`src/rtl/pipe_ctrl_pkg.sv`:
```
`default_nettype none
// ============================================================================
// pipe_ctrl_pkg : opcodes and control-word layout for the pipeline controller
// Revision      : 1.0
// ============================================================================
package pipe_ctrl_pkg;

  localparam logic [5:0] OP_LW    = 6'b100011;
  localparam logic [5:0] OP_SW    = 6'b101011;
  localparam logic [5:0] OP_RTYPE = 6'b000000;
  localparam logic [5:0] OP_XORI  = 6'b001110;
  localparam logic [5:0] OP_J     = 6'b000010;

  localparam int CW_VALID    = 0;
  localparam int CW_REGWRITE = 1;
  localparam int CW_REGDST   = 2;
  localparam int CW_ALUOP    = 3;
  localparam int CW_MEMREAD  = 4;
  localparam int CW_MEMWRITE = 5;
  localparam int CW_MEMTOREG = 6;
  localparam int CW_BRANCH   = 7;
  localparam int CW_W        = 8;

endpackage : pipe_ctrl_pkg
`default_nettype wire

```
`src/rtl/pipe_ctrl_unit_decode.sv`:
```
`default_nettype none
// ============================================================================
// ctrl_decode : combinational opcode -> control word (valid bit left clear)
// Revision    : 1.0
// ============================================================================
module ctrl_decode
  import pipe_ctrl_pkg::*;
#(
  parameter int OPW = 6
) (
  input  logic             id_valid_i,
  input  logic [OPW-1:0]   opcode_i,
  output logic [CW_W-1:0]  ctrl_o,
  output logic             illegal_o
);

  always_comb begin
    ctrl_o    = '0;
    illegal_o = 1'b0;
    case (opcode_i)
      OPW'(OP_LW): begin
        ctrl_o[CW_REGWRITE] = 1'b1;
        ctrl_o[CW_MEMREAD]  = 1'b1;
        ctrl_o[CW_MEMTOREG] = 1'b1;
      end
      OPW'(OP_SW): begin
        ctrl_o[CW_MEMWRITE] = 1'b1;
      end
      OPW'(OP_RTYPE): begin
        ctrl_o[CW_REGWRITE] = 1'b1;
        ctrl_o[CW_REGDST]   = 1'b1;
      end
      OPW'(OP_XORI): begin
        ctrl_o[CW_REGWRITE] = 1'b1;
        ctrl_o[CW_ALUOP]    = 1'b1;
      end
      OPW'(OP_J): begin
        ctrl_o[CW_BRANCH] = 1'b1;
      end
      default: begin
        illegal_o = id_valid_i;
      end
    endcase
  end

endmodule : ctrl_decode
`default_nettype wire

```
`src/rtl/pipe_ctrl_unit.sv`:
```
`default_nettype none
// ============================================================================
// pipe_ctrl_unit : ID decode, load-use bubbles, freeze/flush and a control
//                  pipeline of NSTAGES stages with a bubble counter
// Revision       : 1.0
// ============================================================================
module pipe_ctrl_unit
  import pipe_ctrl_pkg::*;
#(
  parameter int OPW      = 6,
  parameter int RW       = 5,
  parameter int NSTAGES  = 4,
  parameter int LU_DEPTH = 2,
  parameter int CNTW     = 16
) (
  input  logic                    clk,
  input  logic                    rst_n,
  input  logic                    id_valid,
  input  logic [OPW-1:0]          id_opcode,
  input  logic [RW-1:0]           id_rs,
  input  logic [RW-1:0]           id_rt,
  input  logic [RW-1:0]           id_rd,
  input  logic                    freeze,
  input  logic                    flush,
  output logic [NSTAGES*CW_W-1:0] stage_ctrl,
  output logic [NSTAGES*RW-1:0]   stage_dest,
  output logic                    id_hold,
  output logic                    illegal_op,
  output logic [CNTW-1:0]         bubble_cnt
);

  logic [CW_W-1:0]    w_dec_ctrl;
  logic               w_dec_illegal;
  logic [RW-1:0]      w_id_dest;
  logic [NSTAGES-1:0] w_haz_stage;
  logic               w_hazard;
  logic               w_bubble;
  logic               w_count;
  logic [CW_W-1:0]    w_s0_ctrl;
  logic [RW-1:0]      w_s0_dest;
  logic [CNTW-1:0]    cnt_q;
  logic [CNTW-1:0]    cnt_d;

  ctrl_decode #(
    .OPW (OPW)
  ) u_decode (
    .id_valid_i (id_valid),
    .opcode_i   (id_opcode),
    .ctrl_o     (w_dec_ctrl),
    .illegal_o  (w_dec_illegal)
  );

  always_comb begin
    w_id_dest = w_dec_ctrl[CW_REGDST] ? id_rd : id_rt;
    if (!w_dec_ctrl[CW_REGWRITE]) begin
      w_id_dest = '0;
    end
  end

  assign w_hazard   = id_valid & (|w_haz_stage);
  assign id_hold    = w_hazard | freeze;
  assign illegal_op = w_dec_illegal;

  // An illegal opcode is a bubble but is not counted as a hazard/flush bubble.
  assign w_bubble = flush | w_hazard | ~id_valid | w_dec_illegal;
  assign w_count  = id_valid & (w_hazard | flush);

  always_comb begin
    w_s0_ctrl = '0;
    w_s0_dest = '0;
    if (!w_bubble) begin
      w_s0_ctrl           = w_dec_ctrl;
      w_s0_ctrl[CW_VALID] = 1'b1;
      w_s0_dest           = w_id_dest;
    end
  end

  genvar k;
  generate
    for (k = 0; k < NSTAGES; k++) begin : g_stage
      logic [CW_W-1:0] ctrl_q;
      logic [CW_W-1:0] ctrl_d;
      logic [RW-1:0]   dest_q;
      logic [RW-1:0]   dest_d;

      if (k == 0) begin : g_load
        assign ctrl_d = w_s0_ctrl;
        assign dest_d = w_s0_dest;
      end else begin : g_shift
        assign ctrl_d = g_stage[k-1].ctrl_q;
        assign dest_d = g_stage[k-1].dest_q;
      end

      always_ff @(posedge clk or negedge rst_n) begin
        if (!rst_n) begin
          ctrl_q <= '0;
          dest_q <= '0;
        end else if (!freeze) begin
          ctrl_q <= ctrl_d;
          dest_q <= dest_d;
        end
      end

      assign stage_ctrl[k*CW_W +: CW_W] = ctrl_q;
      assign stage_dest[k*RW +: RW]     = dest_q;

      // Only the leading stages can still hold a load whose data is not ready.
      if (k < LU_DEPTH) begin : g_lu
        assign w_haz_stage[k] = ctrl_q[CW_VALID] & ctrl_q[CW_MEMREAD] &
                                (dest_q != '0) &
                                ((dest_q == id_rs) | (dest_q == id_rt));
      end else begin : g_no_lu
        assign w_haz_stage[k] = 1'b0;
      end
    end
  endgenerate

  always_comb begin
    cnt_d = cnt_q;
    if (w_count && (cnt_q != {CNTW{1'b1}})) begin
      cnt_d = cnt_q + 1'b1;
    end
  end

  always_ff @(posedge clk or negedge rst_n) begin
    if (!rst_n) begin
      cnt_q <= '0;
    end else if (!freeze) begin
      cnt_q <= cnt_d;
    end
  end

  assign bubble_cnt = cnt_q;

endmodule : pipe_ctrl_unit
`default_nettype wire

```
`config.mk`:
```
export PLATFORM = sky130hd
export DESIGN_NAME = pipe_ctrl_unit
export DESIGN_NICKNAME = d
export VERILOG_FILES = /design/src/rtl/pipe_ctrl_pkg.sv /design/src/rtl/pipe_ctrl_unit_decode.sv /design/src/rtl/pipe_ctrl_unit.sv
export SDC_FILE = /design/constraint.sdc
export NUM_CORES = 1
export LEC_CHECK = 0
export BUFFER_PORTS_ARGS = -buffer_cell sky130_fd_sc_hd__buf_2
export CAP_MARGIN = 25
export CORE_AREA = 2 2 58 115
export CTS_CLUSTER_DIAMETER = 30
export DETAILED_ROUTE_END_ITERATION = 8
export DIE_AREA = 0 0 60 117
export PLACE_DENSITY = 0.83
export SYNTH_ARGS = -nofsm -noshare
export SYNTH_HDL_FRONTEND = slang
export SYNTH_SLANG_ARGS = --single-unit
```
`constraint.sdc`:
```
create_clock -name clk -period 3.9 [get_ports clk]
set_input_delay 0.195 -clock clk [delete_from_list [all_inputs] [get_ports clk]]
set_output_delay 0.195 -clock clk [all_outputs]
set_load 0.03 [all_outputs]
```
==> results.cfg <==
[synth]
ys_seq_elements = 64
synth_area_per_cell_um2 = 11.95
synthAdderAreaFrac_pct = 0.4155
ys.flop_type = dfrtp_1
synth_edf_count = 0
syn_area_um2 = 3012
syn_nets = 279
synth_cells = 252
yosys.area_share.simple_pct = 12.88
synth_top_family_by_area = multiplexers
synth_xor_xnor_area_share_pct = 10.18
yosys_warnings = 0
synth_mux_area_share_pct = 15.50
yosysSeqAreaShare_pct = 53.18
synth_compound_gate_area_share_pct = 5.110
synth_cell_types = 36
ys_async_sr_fraction_pct = 100.0

[sta]
tightest_slew_ns = 0.8972
slew_violations = 0
fin_crit_sh_pct = 66.57
fin_crit_ns = 2.596
finalClockSkew_ns = 0.007204
max_freq_ghz = 0.3852
setup_ws_ns = 1.304
finalSetupTns_ns = 0
finalSetupViolCount = 0
hold_viol = 0
relSlewSlack_pct = 40.18
rsz0062_at_grt = false

[placement]
gp_congestion = 0.9468
post-place-ws_ns = 1.381
port_buffers = 95
dp_hpwl_mm = 4.849

[layout]
seqCellArea_um2 = 1602
final_cell_mix = buf_2, dfrtp_1, mux2_2, xor2_1, nand2_1
multi_input_comb_area_um2 = 1328
nets = 375
drive_above_1_share_pct = 43.63
final_common_cell = buf_2
nFillCells = 491
area_delta_synth_final_pct = 28.50
fin_util_pct = 62.35
antenna_cells = 0

[critical_path]
slowest_delay_ns = 0.75
worstPathArrival_ns = 2.80
crit_fanout = 18
required_ns = 4.11
end_kind = flop
cp_num_buf_inv = 0
path_cells = or4_1 -> o2111ai_1 -> o221a_1 -> nor2_1 -> mux2_2
slowest_stage = o221a_1
critPathTopFamily = compound AO/OA/AOI/OAI gates
start_kind = flop
crit_type = reg -> reg
r2r_slack_ns = 1.30

[pwr]
pwr-share-clk_pct = 45.9
p_int_mw = 1.360
netSwitchingFraction_pct = 26.37
leakagePower_nw = 2.162
p_comb_share_pct = 13.7
p_sw_uw = 487.1
peakVddDrop_v = 0.0005076
p_per_area_nw_per_um2 = 477.3
p_seq_share_pct = 40.4

[job]
max-cap-violations = 0

[detailed_routing]
drt_iter0_drc = 132
ant_nets = 0
finalWirelength_mm = 6.780
drcViolationCount = 0
drt_first_pass_iters = 4
vias = 2364
vias_per_cell = 5.385
wl_per_cell_um = 15.44

[clocking]
cts.sinks = 64
hold_buffers = 0
clock_latency_ns = 0.33
cts_buffer_depth = 2
htree_num_levels = 3
path_clk_slew_ns = 0.05
post_cts_buffers = 0
numCtsBuffers = 9
cts_root_buf = clkbuf_16
cts_tree = yes
cts_resized = 0

[die]
die_area_um2 = 7020
rows = 41
core-area_um2 = 6207
ios = 96
die_h_um = 117
start_util_pct = 48.52
die_width_um = 60

[global_routing]
grt_pass1_vias = 2229
grt_use_total_pct = 20.53
grt_start_max_net_pins = 51
antenna_found_initial = 0
grt_first_pass_wirelength_mm = 10.65
grt_overflow = 0

[worst_hold_path]
hold_class = in -> async

[run_status]
outcome = complete, no violations
cells by family (layout without fill, tap and decap cells):
family | count (synthesis) | in the layout
compound gates | 20 | 20
xor+xnor | 35 | 35
fa+ha+maj | 1 | 1
buf+inv | 14 | 115
flops | 64 | 64
mux | 42 | 42
simple gates | 76 | 76
worst reg2reg max path, cell delays in order, from the launching register on:
cell and delay, ns:
dfrtp_1 0.43, or4_1 0.54, o2111ai_1 0.27, o221a_1 0.75, nor2_1 0.18, mux2_2 0.31
layout make-up:
class,count,area share [%]
timing repair buffer,97,13.00
multi-input combinational,174,34.30
clock buffer,11,6.272
tap,86,2.780
clock inverter,5,2.069
inverter,2,0.1940
sequential,64,41.38
synth_stat cells (2+ instances only):
| cell | number | area share [%] |
|---|---|---|
| a22oi_1 | 2 | 0.50 |
| buf_1 | 4 | 0.50 |
| buf_4 | 6 | 1.5 |
| dfrtp_1 | 64 | 53 |
| inv_1 | 2 | 0.25 |
| mux2_2 | 37 | 14 |
| mux2i_1 | 5 | 1.7 |
| nand2_1 | 29 | 3.6 |
| nand3_1 | 4 | 0.66 |
| nand4_1 | 3 | 0.62 |
| nor2_1 | 9 | 1.1 |
| nor2b_1 | 2 | 0.42 |
| nor3_1 | 12 | 2.0 |
| nor4_1 | 7 | 1.5 |
| o2111ai_1 | 2 | 0.58 |
| o21ai_0 | 5 | 0.83 |
| o21ai_1 | 5 | 0.83 |
| or4_1 | 2 | 0.50 |
| xor2_1 | 35 | 10 |
final timing paths:
kind                       cells past startpoint                 start              endpoint
max                                            5  g_stage[0].dest_q[1]         bubble_cnt[1]
min                                            1                 rst_n  g_stage[0].dest_q[3]
max reg2reg                                    5  g_stage[0].dest_q[1]         bubble_cnt[1]
min reg2reg                                    1        bubble_cnt[15]        bubble_cnt[15]
max in group asynchronous                      2                 rst_n  g_stage[0].ctrl_q[6]
min in group clk                               3              id_rd[3]  g_stage[0].dest_q[3]
state kept, by name, indices dropped and copies added, names as in the netlist:
signal	cells
g_stage.dest_q	20
g_stage.ctrl_q	28
bubble_cnt	16
through the flow:
step           power (mW)  std cells  instance area [um^2]  hold slack [ns]
2_1_floorplan      0.9142        252                  3012          -0.1006
3_3_place_gp        1.001        422                  3527           0.3599
3_5_place_dp        1.007        422                  3527           0.3666
4_1_cts             1.862        438                  3850          0.02070
5_1_grt             1.917        439                  3870          0.08010
6_report            1.847        439                  3870         0.003262
routing by layer:
metal	vias to the layer above	share of wire, %	GRT usage (%)
met2	102	50	32.46
met4	0	1.4	7.704
met5	-	0	0
li1	1084	-	-
met1	1168	41	25.99
met3	10	7.4	6.593
power groups by stage:
stage                     clock network [mW]  registers (mW)  logic (mW)
after floorplan                            0           0.817      0.0969
after global placement                     0           0.753       0.248
after detailed placement                   0           0.755       0.252
after CTS                              0.864           0.745       0.253
after global routing                   0.893           0.750       0.274
final                                  0.848           0.745       0.254
Note: power is estimated with default switching activity, not from simulation.
